**config.mk**
```make
export PLATFORM = sky130hd
export DESIGN_NAME = pipe_stage_regs
export DESIGN_NICKNAME = d
export VERILOG_FILES = /design/src/rtl/core_pkg.sv /design/src/rtl/pipe_reg.sv /design/src/rtl/pipe_stage_regs.sv
export SDC_FILE = /design/constraint.sdc
export NUM_CORES = 1
export LEC_CHECK = 0
export CAP_MARGIN = 20
export CORE_AREA = 2 2 223 225
export CTS_BUF_LIST = sky130_fd_sc_hd__clkbuf_8
export DETAILED_ROUTE_END_ITERATION = 10
export DIE_AREA = 0 0 225 227
export DONT_BUFFER_PORTS = 1
export HOLD_SLACK_MARGIN = 0.02
export SLEW_MARGIN = 20
export SYNTH_ARGS = -nofsm -noshare
export SYNTH_HDL_FRONTEND = slang
export SYNTH_SLANG_ARGS = --single-unit
```
**constraint.sdc**
```tcl
create_clock -name clk -period 11.2 [get_ports clk]
set_clock_uncertainty 0.05 [all_clocks]
set_input_delay 2.24 -clock clk [delete_from_list [all_inputs] [get_ports clk]]
set_output_delay 2.24 -clock clk [all_outputs]
set_load 0.1 [all_outputs]
```
**src/rtl/core_pkg.sv**
```systemverilog
// Shared definitions for the RV32I core pipeline: the NOP encoding, the reset PC
// and the layout of the decode control bundle carried from D to E.
package core_pkg;

   localparam logic [31:0] NOP_INSTR        = 32'h0000_0013;
   localparam logic [31:0] RESET_PC_DEFAULT = 32'h0000_0000;
   localparam int          CTRL_W           = 12;

   typedef struct packed {
      logic       reg_write;
      logic [1:0] result_src;
      logic       mem_write;
      logic [3:0] alu_control;
      logic       alu_src;
      logic       branch;
      logic       jump;
      logic       rsvd;
   } ctrl_t;

   localparam logic [CTRL_W-1:0] CTRL_BUBBLE = {CTRL_W{1'b0}};

endpackage

```
**src/rtl/pipe_reg.sv**
```systemverilog
// Generic pipeline register: asynchronous reset, synchronous clear that
// overrides the enable, and a load enable.
module pipe_reg #(
   parameter int           W       = 32,
   parameter logic [W-1:0] RST_VAL = {W{1'b0}},
   parameter logic [W-1:0] CLR_VAL = {W{1'b0}}
) (
   input  logic         clk,
   input  logic         reset,
   input  logic         clr,
   input  logic         en,
   input  logic [W-1:0] d,
   output logic [W-1:0] q
);

   // Storage with clear > enable > hold priority.
   always_ff @(posedge clk or posedge reset) begin
      if (reset) begin
         q <= RST_VAL;
      end else if (clr) begin
         q <= CLR_VAL;
      end else if (en) begin
         q <= d;
      end else begin
         q <= q;
      end
   end

endmodule

```
**src/rtl/pipe_stage_regs.sv**
```systemverilog
// PC register plus IF/ID and ID/EX pipeline registers, steered by the hazard
// unit's stall/flush commands, with saturating stall/flush event counters.
module pipe_stage_regs
   import core_pkg::*;
#(
   parameter logic [31:0] RESET_PC = core_pkg::RESET_PC_DEFAULT,
   parameter int          CTRL_W   = core_pkg::CTRL_W,
   parameter int          CNT_W    = 16
) (
   input  logic              clk,
   input  logic              reset,
   input  logic              stallf,
   input  logic              stalld,
   input  logic              flushd,
   input  logic              flushe,
   input  logic [31:0]       pcnext_f,
   input  logic [31:0]       instr_f,
   input  logic [31:0]       pcplus4_f,
   output logic [31:0]       pc_f,
   output logic [31:0]       instr_d,
   output logic [31:0]       pc_d,
   output logic [31:0]       pcplus4_d,
   output logic              valid_d,
   input  logic [31:0]       rd1_d,
   input  logic [31:0]       rd2_d,
   input  logic [31:0]       immext_d,
   input  logic [4:0]        rs1_d,
   input  logic [4:0]        rs2_d,
   input  logic [4:0]        rd_d,
   input  logic [CTRL_W-1:0] ctrl_d,
   output logic [31:0]       rd1_e,
   output logic [31:0]       rd2_e,
   output logic [31:0]       immext_e,
   output logic [31:0]       pc_e,
   output logic [31:0]       pcplus4_e,
   output logic [4:0]        rs1_e,
   output logic [4:0]        rs2_e,
   output logic [4:0]        rd_e,
   output logic [CTRL_W-1:0] ctrl_e,
   output logic              valid_e,
   output logic [CNT_W-1:0]  stall_cnt,
   output logic [CNT_W-1:0]  flush_cnt
);

   localparam int IFID_W = 1 + 32 + 32 + 32;
   localparam int IDEX_W = 5 * 32 + 3 * 5 + CTRL_W + 1;

   // A flushed IF/ID slot looks exactly like the reset state: an invalid NOP.
   localparam logic [IFID_W-1:0] IFID_BUBBLE = {1'b0, 32'h0000_0000, 32'h0000_0000, NOP_INSTR};

   logic [IFID_W-1:0] ifid_d;
   logic [IFID_W-1:0] ifid_q;
   logic [IDEX_W-1:0] idex_d;
   logic [IDEX_W-1:0] idex_q;

   pipe_reg #(
      .W       (32),
      .RST_VAL (RESET_PC),
      .CLR_VAL (RESET_PC)
   ) u_pc_reg (
      .clk   (clk),
      .reset (reset),
      .clr   (1'b0),
      .en    (~stallf),
      .d     (pcnext_f),
      .q     (pc_f)
   );

   assign ifid_d = {1'b1, pcplus4_f, pc_f, instr_f};

   pipe_reg #(
      .W       (IFID_W),
      .RST_VAL (IFID_BUBBLE),
      .CLR_VAL (IFID_BUBBLE)
   ) u_ifid_reg (
      .clk   (clk),
      .reset (reset),
      .clr   (flushd),
      .en    (~stalld),
      .d     (ifid_d),
      .q     (ifid_q)
   );

   assign {valid_d, pcplus4_d, pc_d, instr_d} = ifid_q;

   // ID/EX never stalls; a bubble carries all-zero control, so nothing is written.
   assign idex_d = {valid_d, ctrl_d, rd_d, rs2_d, rs1_d,
                    pcplus4_d, pc_d, immext_d, rd2_d, rd1_d};

   pipe_reg #(
      .W       (IDEX_W),
      .RST_VAL ({IDEX_W{1'b0}}),
      .CLR_VAL ({IDEX_W{1'b0}})
   ) u_idex_reg (
      .clk   (clk),
      .reset (reset),
      .clr   (flushe),
      .en    (1'b1),
      .d     (idex_d),
      .q     (idex_q)
   );

   assign {valid_e, ctrl_e, rd_e, rs2_e, rs1_e,
           pcplus4_e, pc_e, immext_e, rd2_e, rd1_e} = idex_q;

   // Stall event counter, sticks at all-ones.
   always_ff @(posedge clk or posedge reset) begin
      if (reset) begin
         stall_cnt <= {CNT_W{1'b0}};
      end else if (stallf && (stall_cnt != {CNT_W{1'b1}})) begin
         stall_cnt <= stall_cnt + CNT_W'(1);
      end else begin
         stall_cnt <= stall_cnt;
      end
   end

   // Flush event counter, sticks at all-ones.
   always_ff @(posedge clk or posedge reset) begin
      if (reset) begin
         flush_cnt <= {CNT_W{1'b0}};
      end else if (flushd && (flush_cnt != {CNT_W{1'b1}})) begin
         flush_cnt <= flush_cnt + CNT_W'(1);
      end else begin
         flush_cnt <= flush_cnt;
      end
   end

endmodule

```
# [Word level (Yosys, flattened, before mapping)]
# Index checks and enable logic that the tools add are counted.
[word_totals] rom_bits=0 ramBits=0 input_bits=225 register_bits=349 latch_bits=0 n_memories=0 elab_cells=15 out_inout_bits=349
[classes] shifts=0 bitwise=0 n_mux=3 n_reduce_logical=2 n_lt_le_gt_ge=0 n_addsub=2 n_div=0 mul=0 n_eq_ne=3
[op_table] cell="2-to-1 mux 97 bit" n=2
[op_table] cell="2-to-1 mux 188 bit" n=1
[op_table] cell="adder 16 x 1 -> 16 bit, second input constant" n=2
[op_table] cell="!= test 16 bit, second input constant" n=2
[op_table] cell="logical AND 1 bit" n=2
[op_table] cell="!= test 2 x 1 -> 1 bit, second input constant" n=1

# [Longest topological paths before layout]
# Gate-level depths: netlist (run 1).
[depth] depth_word=2 ltp_mapped=6 depth_no_buf=5

# [By module]
# A second synthesis (run 1) with hierarchy kept.
[hier_totals] cells_unflattened=1176 hier_area_um2=14490.1
[by_module_without_submodules] mod="pipe_reg (u_idex_reg)" area_each_um2=7599.8 n_inst=1 cells_per_inst=607 seq_area_each_um2=4704.5
[by_module_without_submodules] mod="pipe_reg (u_ifid_reg)" area_each_um2=3943.8 n_inst=1 cells_per_inst=314 seq_area_each_um2=2431.1
[by_module_without_submodules] mod="pipe_stage_regs" area_each_um2=1619.1 n_inst=1 cells_per_inst=151 seq_area_each_um2=800.8
[by_module_without_submodules] mod="pipe_reg (u_pc_reg)" area_each_um2=1327.5 n_inst=1 cells_per_inst=104 seq_area_each_um2=800.8

# [Worst setup path before layout (run 1)]
# Ideal clock, no wire load.
[synth_timing] path_type="input to register" from="in stallf" to="reg stall_cnt[11]" slack_ns=7.792 n_path_buf=2 setup_time_ns=0.162 cell_stages=6 t_arrival_ns=3.196 t_required_ns=10.988 cell_sequence="buf_2 and4_1 clkbuf_1 nand4_1 nor3_1 xor2_1"
[synth_between] elab_chain_cells=1
[synth_lines] element="start, declared" line_no="pipe_stage_regs.sv:12" source="input logic stallf,"
[synth_lines] element="logical AND 1 bit" line_no="pipe_stage_regs.sv:110" source="end else if (stallf && (stall_cnt != {CNT_W{1'b1}})) begin"
[synth_lines] element="end signal, assigned" line_no="pipe_stage_regs.sv:109" source="stall_cnt <= {CNT_W{1'b0}};"
[synth_lines] element="end signal, assigned" line_no="pipe_stage_regs.sv:111" source="stall_cnt <= stall_cnt + CNT_W'(1);"
[synth_lines] element="end signal, assigned" line_no="pipe_stage_regs.sv:113" source="stall_cnt <= stall_cnt;"
[synth_lines] element="end, declared" line_no="pipe_stage_regs.sv:41" source="output logic [CNT_W-1:0] stall_cnt,"
# No other way between the ends.
# A chain may end at the register's enable or synchronous reset.

# [Final worst setup path (run 1)]
[layout_timing] from="reg flush_cnt[2]" to="out flush_cnt[2]"
[layout_rtl] element="start, declared" line_no="pipe_stage_regs.sv:42" source="output logic [CNT_W-1:0] flush_cnt"
[layout_rtl] element="start signal, assigned" line_no="pipe_stage_regs.sv:120" source="flush_cnt <= {CNT_W{1'b0}};"
[layout_rtl] element="start signal, assigned" line_no="pipe_stage_regs.sv:122" source="flush_cnt <= flush_cnt + CNT_W'(1);"
[layout_rtl] element="start signal, assigned" line_no="pipe_stage_regs.sv:124" source="flush_cnt <= flush_cnt;"
# No word-level cell between the ends.

==> impl_metrics.json, run 1 <==
{
  "synthFlopType": "sky130_fd_sc_hd__dfrtp_1",
  "post_synth_inst_count": 927,
  "fin_tns_setup_ns": 0,
  "synth-seq-cells": 349,
  "syn_nets": 1154,
  "switching_power_of_the_nets_uw": 1355,
  "post_cts_resize_count": 0,
  "setup.worst_path.end_class": "output pin",
  "die_width_um": 225,
  "internal-power_uw": 2054,
  "viasPerCell": 4.391,
  "setup_repair_after_global_routing_missed_its_margin": "no",
  "grt_util_met3_pct": 4.956,
  "final-max-slew-violation-count": 0,
  "clock_insertion_delay_worst_skew_ns": 0.62,
  "clock-root-buffer": "sky130_fd_sc_hd__clkbuf_8",
  "area.growth.synth_to_final_pct": 14.38,
  "netSwitchingFraction_pct": 39.75,
  "core_region_area_mm2": 0.04855,
  "initial_antenna_violation_count": 2,
  "sequentialPowerShare_pct": 62.1,
  "min_path_type": "reg -> reg",
  "finalWirelength_um": 32560,
  "p_per_area_mw_per_mm2": 236.8,
  "cts_buffer_depth": 3,
  "groute.layer.met1.usage_pct": 13.28,
  "combinationalPowerShare_pct": 4.6,
  "synthArstFlopShare_pct": 100.0,
  "leakagePower_uw": 0.006793,
  "first_global_vias": 7122,
  "critPathKind": "reg -> out",
  "final_common_cell": "sky130_fd_sc_hd__dfrtp_1",
  "synthesis.yosys.warnings": 0,
  "tritoncts.num_buffers": 56,
  "hold_viol": 0,
  "synthDistinctLibCells": 40,
  "globalRouteMet2Util_pct": 20.21,
  "worst_reg_to_reg_setup_slack_ns": 8.39,
  "route.antenna.remaining_nets": 0,
  "post-route-period-util_pct": 35.75,
  "post_route_cells_drive_above_1_share_pct": 13.19,
  "route.detailed.drc": 0,
  "synth.cell_area_mm2": 0.01258,
  "drv_cap": 0,
  "htree_levels": 2,
  "startpoint_type": "flop",
  "number_of_optimization_iterations_in_the_first_detailed_route_pass": 5,
  "most_used_cells_in_the_layout_excluding_fill_and_tap_cells": "sky130_fd_sc_hd__dfrtp_1, sky130_fd_sc_hd__nor2b_1, sky130_fd_sc_hd__nor2_1",
  "grt_remaining_overflow": 0,
  "critical_path_arrival_ns": 1.71,
  "wire_length_of_the_first_global_routing_pass_um": 46350,
  "max_slew_margin_pct": 24.15,
  "fmax_achieved_mhz": 249.8,
  "max_slew.worst_pin.slew_ns": 1.138,
  "detail_route.iter0.violations": 254,
  "finish_stage_setup_viols": 0,
  "ios": 574,
  "hold_buffers": 0,
  "routedWlPerCell_um": 20.34,
  "grt_max_degree": 189,
  "clock_tree_from_tritoncts": "built",
  "port-buffer-count": 0,
  "gp_congestion": 0.7666,
  "dp.final_hpwl_um": 22770,
  "synth_seq_area_share_pct": 69.43,
  "clock-sinks": 349,
  "status": "finished, final reports clean",
  "cts.clk_slew.worst_paths_ns": 0.06,
  "grt_busiest_layer": "met2",
  "cts_setup_buffers": 0,
  "floorplan.die.height_um": 227,
  "track_usage_pct": 11.88,
  "floorplan.initialDensity_pct": 25.92,
  "synth-edff-count": 0,
  "vdd_ir_drop_max_mv": 0.1279,
  "fp-row-count": 81,
  "final_nets": 1166,
  "worstPathMaxFanout": 7,
  "route.vias.total": 7030,
  "layout_setup_ws_ns": 7.196,
  "power.clock.fraction_pct": 33.3,
  "finalWorstPathRequiredPeriod_ns": 4.004,
  "floorplan.die_area_mm2": 0.05108,
  "syn_area_per_cell_um2": 13.57,
  "pre_cts_slack_ns": 7.225,
  "required_ns": 8.91
}
-- flip-flops by register name, indices dropped and copies added (netlist names) --
name and count:
u_pc_reg.q 32, flush_cnt 16, u_idex_reg.q 188, u_ifid_reg.q 97, stall_cnt 16
-- metal layers --
metal	vias to the layer above	part of all wire (%)
met5	-	0.040
met4	2	2.6
met3	62	9.9
met2	348	51
met1	3560	37
li1	3058	-
-- power groups by stage --
stage | registers (µW) | logic (µW) | clock network [µW]
floorplan | 2100 | 155 | 0
global placement | 2140 | 153 | 0
detailed placement | 2140 | 160 | 0
CTS | 2120 | 161 | 1170
global route | 2130 | 180 | 1230
finish | 2120 | 156 | 1140
-- synthesized netlist by cell type (all sizes together) (2+ instances only) --
cell | count | area share, %
a21oi | 5 | 0.20
o21a | 2 | 0.12
o21ai | 3 | 0.12
mux2i | 93 | 7.4
xnor2 | 10 | 0.70
and2 | 2 | 0.099
and4 | 6 | 0.42
nand3 | 13 | 0.56
nor2 | 103 | 3.1
clkbuf | 32 | 0.95
nor3 | 10 | 0.44
dfrtp | 346 | 69
xor2 | 13 | 0.90
buf | 18 | 0.68
nand4 | 12 | 0.65
a211o | 3 | 0.21
nand2 | 8 | 0.24
nor2b | 190 | 9.4
dfstp | 3 | 0.63
nor3b | 2 | 0.12
a31oi | 3 | 0.15
inv | 4 | 0.12
mux2 | 34 | 3.0
nor4 | 3 | 0.20
ha | 2 | 0.20
-- final timing paths --
kind,from,endpoint,cells past startpoint
hold / removal,u_ifid_reg.q[1],u_ifid_reg.q[1],1
min in group asynchronous,reset,u_idex_reg.q[32],2
setup / recovery,flush_cnt[2],flush_cnt[2],0
hold reg to reg,u_ifid_reg.q[1],u_ifid_reg.q[1],1
max in group asynchronous,reset,u_ifid_reg.q[45],3
setup reg to reg,flush_cnt[12],flush_cnt[1],4
-- final cells by class --
class / instances / area, µm²
antenna: 1 / 2.502
clock buffer: 75 / 1032
clock inverter: 22 / 155.1
fill: 4903 / 34150
inverter: 4 / 18.77
multi-input combinational: 524 / 3626
sequential: 349 / 8737
tap: 622 / 778.2
timing repair buffer: 4 / 42.54
-- kinds of logic after synthesis --
group,synth area share [%]
AND/OR/NAND/NOR,15.41
flip-flops,69.43
multiplexers,10.44
buffers and inverters,1.750
XOR/XNOR,1.601
AO/OA/AOI/OAI,1.163
adder cells (fa/ha/maj),0.1988
-- through the flow --
stage	hold WS (ns)	total power [µW]	util [%]	instances	cell area [µm²]
6_report	0.8411	3408	29.65	1601	14390
5_1_grt	0.8575	3538	29.64	1600	14390
4_1_cts	0.8490	3452	29.64	1600	14390
3_5_place_dp	0.8416	2302	27.20	1503	13200
3_3_place_gp	0.8327	2293	27.20	1503	13200
2_1_floorplan	0.8203	2253	-	927	12590
Note: power is estimated with default switching activity, not from simulation.
==> inputs of run 2 (changes only) <==
clock period = 3.6 ns   (was 11.2 ns; I/O delays follow)
==> run 2 against run 1 <==
Compared with the run above:
- via count increased by 2.3%
- global-route usage increased by 0.49 points
- hold slack got worse by 0.71 ns
- largest cell class unchanged
- highest routed layer is now met4
- die area unchanged
- critical endpoint is now pc_f[1]
- total power increased to 3.1 times the previous value
- first-iteration DRC count decreased by 2.0%
- largest power group unchanged
==> impl_metrics.json, run 2 (synthesized netlist as in run 1, its figures left out) <==
{
  "required_ns": 2.83,
  "area.growth.synth_to_final_pct": 16.42,
  "detail_route.iter0.violations": 249,
  "finish.cell_count_without_fillers": 1640,
  "max_slew.worst_pin.slew_ns": 1.109,
  "finalWirelength_um": 33800,
  "max_slew_margin_pct": 26.09,
  "final_common_cell": "sky130_fd_sc_hd__dfrtp_1",
  "design_power_total_uw": 10530,
  "route.detailed.drc": 0,
  "setup_repair_after_global_routing_missed_its_margin": "no",
  "wire_length_of_the_first_global_routing_pass_um": 47910,
  "floorplan.die.height_um": 227,
  "final.hold.worst_slack_ns": 0.1326,
  "clock-root-buffer": "sky130_fd_sc_hd__clkbuf_8",
  "vdd_ir_drop_max_mv": 0.4189,
  "fp-row-count": 81,
  "min_path_type": "in -> reg",
  "gp_congestion": 0.7838,
  "worst-r2r-cell-count": 5,
  "dpl.cell_count": 1539,
  "drv_cap": 0,
  "reg_top3": "u_idex_reg.q x188, u_ifid_reg.q x97, u_pc_reg.q x32",
  "power.clock.fraction_pct": 31.5,
  "clock-sinks": 349,
  "hold_buffers": 1,
  "dp.final_hpwl_um": 23630,
  "netSwitchingFraction_pct": 40.33,
  "final_nets": 1203,
  "timing.critical_path.to": "pc_f[1]",
  "largest-register": "u_idex_reg.q",
  "route.antenna.remaining_nets": 0,
  "ios": 574,
  "final-max-slew-violation-count": 0,
  "floorplan.initialDensity_pct": 25.92,
  "port-buffer-count": 0,
  "clock_tree_from_tritoncts": "built",
  "startpoint_type": "flop",
  "combinationalPowerShare_pct": 11.9,
  "timing.rr.end": "stall_cnt[3]",
  "cts_setup_buffers": 0,
  "floorplan.die_area_mm2": 0.05108,
  "hold_viol": 0,
  "first_global_vias": 7326,
  "largest_reg_flops": 188,
  "critical_path_arrival_ns": 1.69,
  "stdcell_area_mm2": 0.01465,
  "finish_stage_setup_viols": 0,
  "die_width_um": 225,
  "startpoint": "u_pc_reg.q[1]",
  "most_used_cells_in_the_layout_excluding_fill_and_tap_cells": "sky130_fd_sc_hd__dfrtp_1, sky130_fd_sc_hd__nor2b_1, sky130_fd_sc_hd__nor2_1",
  "route.vias.total": 7195,
  "finish.utilization_pct": 30.18,
  "routedWlPerCell_um": 20.61,
  "critPathKind": "reg -> out",
  "number_of_optimization_iterations_in_the_first_detailed_route_pass": 4,
  "path_depth": 0,
  "track_usage_pct": 12.37,
  "detailed_place.area_mm2": 0.01352,
  "cts_buffer_depth": 3,
  "setup.worst_path.end_class": "output pin",
  "worst_reg_to_reg_setup_slack_ns": 1.29,
  "initial_antenna_violation_count": 1,
  "clock_insertion_delay_worst_skew_ns": 0.63,
  "p_per_area_mw_per_mm2": 718.8,
  "post_route_cells_drive_above_1_share_pct": 15.63,
  "leakagePower_uw": 0.006976,
  "worstPathMaxFanout": 3,
  "post-route-period-util_pct": 68.45,
  "fmax_achieved_mhz": 405.8,
  "grt_max_degree": 189,
  "viasPerCell": 4.387,
  "grt_remaining_overflow": 0,
  "htree_levels": 2,
  "core_region_area_mm2": 0.04855,
  "internal-power_uw": 6283,
  "regToRegStartpoint": "stall_cnt[1]",
  "cts.clk_slew.worst_paths_ns": 0.06,
  "post_cts_resize_count": 0,
  "switching_power_of_the_nets_uw": 4246,
  "status": "finished, final reports clean",
  "finalWorstPathRequiredPeriod_ns": 2.464,
  "tritoncts.num_buffers": 56,
  "sequentialPowerShare_pct": 56.6
}
-- run 2: stage by stage --
stage | setup TNS (ns) | setup slack (ns)
after floorplan | -638.34 | -1.840
after global placement | 0 | 1.357
after detailed placement | 0 | 1.321
after CTS | 0 | 1.035
after global routing | 0 | 1.032
final | 0 | 1.136
-- run 2: worst min path at each step --
stage                 start                to  slack [ns]  cells after the start
3_5_place_dp   flush_cnt[0]      flush_cnt[1]        0.57                      2
3_3_place_gp   stall_cnt[8]      stall_cnt[8]        0.55                      1
5_1_grt              flushd  u_ifid_reg.q[32]        0.06                      1
6_report             flushd  u_ifid_reg.q[23]        0.13                      1
4_1_cts              flushe  u_idex_reg.q[96]        0.04                      1
2_1_floorplan      rd1_d[0]   u_idex_reg.q[0]        0.81                      1
-- run 2: cell type report --
cell class	count	area (µm²)
diodes	1	2.502
clock buffers	68	935.9
clock inverters	31	177.7
fillers	4881	33900
inverters	4	18.77
multi-input cells	524	3626
flip-flops and latches	349	8737
well taps	622	778.2
repair buffers	41	372.9
-- run 2: routing by layer --
metal	wire length, µm	vias to the layer above	GRT usage (%)
met5	0	-	0
met4	903	0	4.593
met3	3051	63	4.775
met2	17190	356	21.27
met1	12650	3642	13.93
li1	-	3134	-
-- run 2: power groups by stage --
stage | registers (µW) | logic (µW) | clock network (µW)
3_3_place_gp | 6030 | 1250 | 0
3_5_place_dp | 6030 | 1270 | 0
4_1_cts | 5960 | 1270 | 3460
6_report | 5960 | 1250 | 3320
2_1_floorplan | 6530 | 483 | 0
5_1_grt | 5980 | 1350 | 3640
==> inputs of run 3 (changes only) <==
clock period = 2.3 ns   (was 3.6 ns; I/O delays follow)
==> run 3 against run 2 <==
Compared with the run above:
- sequential share of layout area is 16 points lower
- cell count is 37% higher
- design area is 37% higher
- die area stayed put
- sequential power is 22% higher
- utilization is 11 points higher
- total power is 70% higher
- first-iteration DRC count is 37% higher
- non-clock buffer count is 598 higher
- critical path type unchanged
- largest cell class unchanged
==> impl_metrics.json, run 3 (synthesized netlist as in run 1, its figures left out) <==
{
  "status": "finished, final reports clean",
  "port-buffer-count": 0,
  "detail_route.iter0.violations": 342,
  "required_ns": 1.79,
  "post_cts_resize_count": 0,
  "multiInputGateArea_mm2": 0.003626,
  "worstPathMaxFanout": 3,
  "finalWorstPathRequiredPeriod_ns": 2.165,
  "fmax_achieved_mhz": 461.8,
  "critPathKind": "reg -> out",
  "floorplan.initialDensity_pct": 25.92,
  "route.vias.total": 9662,
  "most_used_cells_in_the_layout_excluding_fill_and_tap_cells": "sky130_fd_sc_hd__dfrtp_1, sky130_fd_sc_hd__buf_4, sky130_fd_sc_hd__dlygate4sd3_1",
  "post_route_cells_drive_above_1_share_pct": 28.05,
  "setup.worst_path.end_class": "output pin",
  "track_usage_pct": 15.47,
  "routedWlPerCell_um": 18.55,
  "wire_length_of_the_first_global_routing_pass_um": 61210,
  "setup_repair_after_global_routing_missed_its_margin": "no",
  "fp-row-count": 81,
  "internal-power_uw": 10990,
  "largest-register": "u_idex_reg.q",
  "max_slew.worst_pin.slew_ns": 1.049,
  "number_of_optimization_iterations_in_the_first_detailed_route_pass": 4,
  "route.antenna.remaining_nets": 0,
  "ios": 574,
  "die_width_um": 225,
  "cts_buffer_depth": 3,
  "finish_stage_setup_viols": 0,
  "combinationalPowerShare_pct": 28.4,
  "final_nets": 1802,
  "gp_congestion": 0.8016,
  "vdd_ir_drop_max_mv": 0.5252,
  "largest_reg_flops": 188,
  "grt_max_degree": 107,
  "clock-sinks": 349,
  "post-route-period-util_pct": 94.15,
  "worst_reg_to_reg_setup_slack_ns": 0.32,
  "finish.utilization_pct": 41.23,
  "startpoint_type": "flop",
  "final_common_cell": "sky130_fd_sc_hd__dfrtp_1",
  "grt_remaining_overflow": 0,
  "design_power_total_uw": 17900,
  "switching_power_of_the_nets_uw": 6918,
  "cts.clk_slew.worst_paths_ns": 0.06,
  "critical_path_arrival_ns": 1.66,
  "hold_viol": 0,
  "first_global_vias": 10606,
  "floorplan.die.height_um": 227,
  "clock-root-buffer": "sky130_fd_sc_hd__clkbuf_8",
  "core_region_area_mm2": 0.04855,
  "dpl.cell_count": 1830,
  "clock_insertion_delay_worst_skew_ns": 0.62,
  "netSwitchingFraction_pct": 38.64,
  "clock_tree_from_tritoncts": "built",
  "finish.cell_count_without_fillers": 2241,
  "filler_cells": 4429,
  "finalWirelength_um": 41560,
  "reg_top3": "u_idex_reg.q x188, u_ifid_reg.q x97, u_pc_reg.q x32",
  "final-max-slew-violation-count": 0,
  "sequentialPowerShare_pct": 40.6,
  "initial_antenna_violation_count": 3,
  "viasPerCell": 4.311,
  "max_slew_margin_pct": 30.04,
  "drv_cap": 0,
  "min_path_type": "in -> reg",
  "p_per_area_mw_per_mm2": 894.5,
  "tritoncts.num_buffers": 57,
  "route.detailed.drc": 0,
  "htree_levels": 2,
  "leakagePower_uw": 0.009940,
  "dp.final_hpwl_um": 25910,
  "area.growth.synth_to_final_pct": 59.07,
  "floorplan.die_area_mm2": 0.05108,
  "power.clock.fraction_pct": 31.0,
  "final-seq-area_mm2": 0.008737
}
-- run 3: cell count changes in the layout (fill, tap and decap cells not counted), sizes merged, moves of 3 or more --
cell,change
dlygate4sd3,+304
buf,+294
diode,+3
bufinv,+3
clkinvlp,-4
-- run 3: repair_timing --
| item | in CTS | in global routing |
|---|---|---|
| endpoints found under the setup margin | 0 | 0 |
| buffers inserted | 0 | 0 |
| hold buffers | 308 | 0 |
| hold endpoints to repair | 429 | 0 |
-- run 3: routing by layer --
metal	global-route usage (%)	wire, µm
met1	16.45	14710
met2	27.84	21700
met3	5.034	3632
met4	7.199	1514
met5	0	0
-- run 3: cell type report --
class,count,share of cell area (%)
Inverter,4,0.09376
Antenna cell,4,0.05001
Multi-Input combinational cell,524,18.11
Tap cell,622,3.888
Clock buffer,69,4.744
Timing Repair Buffer,639,28.33
Clock inverter,30,1.131
Sequential cell,349,43.65
-- run 3: worst register-to-register path, stage by stage, from the launching register on --
cell	delay [ns]
sky130_fd_sc_hd__dfrtp_1	0.75
sky130_fd_sc_hd__mux2_2	0.47
sky130_fd_sc_hd__dlygate4sd3_1	0.59
-- run 3: path summary, 6_finish.rpt --
path	start	endpoint	cells after the start
min in group asynchronous	reset	u_idex_reg.q[76]	2
min	instr_f[1]	u_ifid_reg.q[1]	2
max in group asynchronous	reset	u_idex_reg.q[25]	4
max	u_pc_reg.q[31]	pc_f[31]	0
max reg2reg	u_pc_reg.q[10]	u_pc_reg.q[10]	2
min reg2reg	u_ifid_reg.q[49]	u_idex_reg.q[113]	1
-- run 3: stage by stage --
stage / hold WS [ns] / cell area (µm²) / setup WS (ns) / setup TNS, ns
floorplan: 0.5477 / 12590 / -2.880 / -1001.94
global placement: 0.2955 / 15700 / 0.6119 / 0
detailed placement: 0.2887 / 15700 / 0.5391 / 0
CTS: 0.05019 / 20010 / 0.07600 / 0
global route: 0.06920 / 20010 / 0.07444 / 0
finish: 0.1133 / 20020 / 0.1346 / 0
-- run 3: power groups by stage --
stage / clock network [µW] / logic (µW) / registers, µW
finish: 5540 / 5090 / 7270
global route: 6010 / 5280 / 7320
detailed placement: 0 / 4520 / 7370
floorplan: 0 / 756 / 10200
CTS: 5740 / 5090 / 7270
global placement: 0 / 4480 / 7350
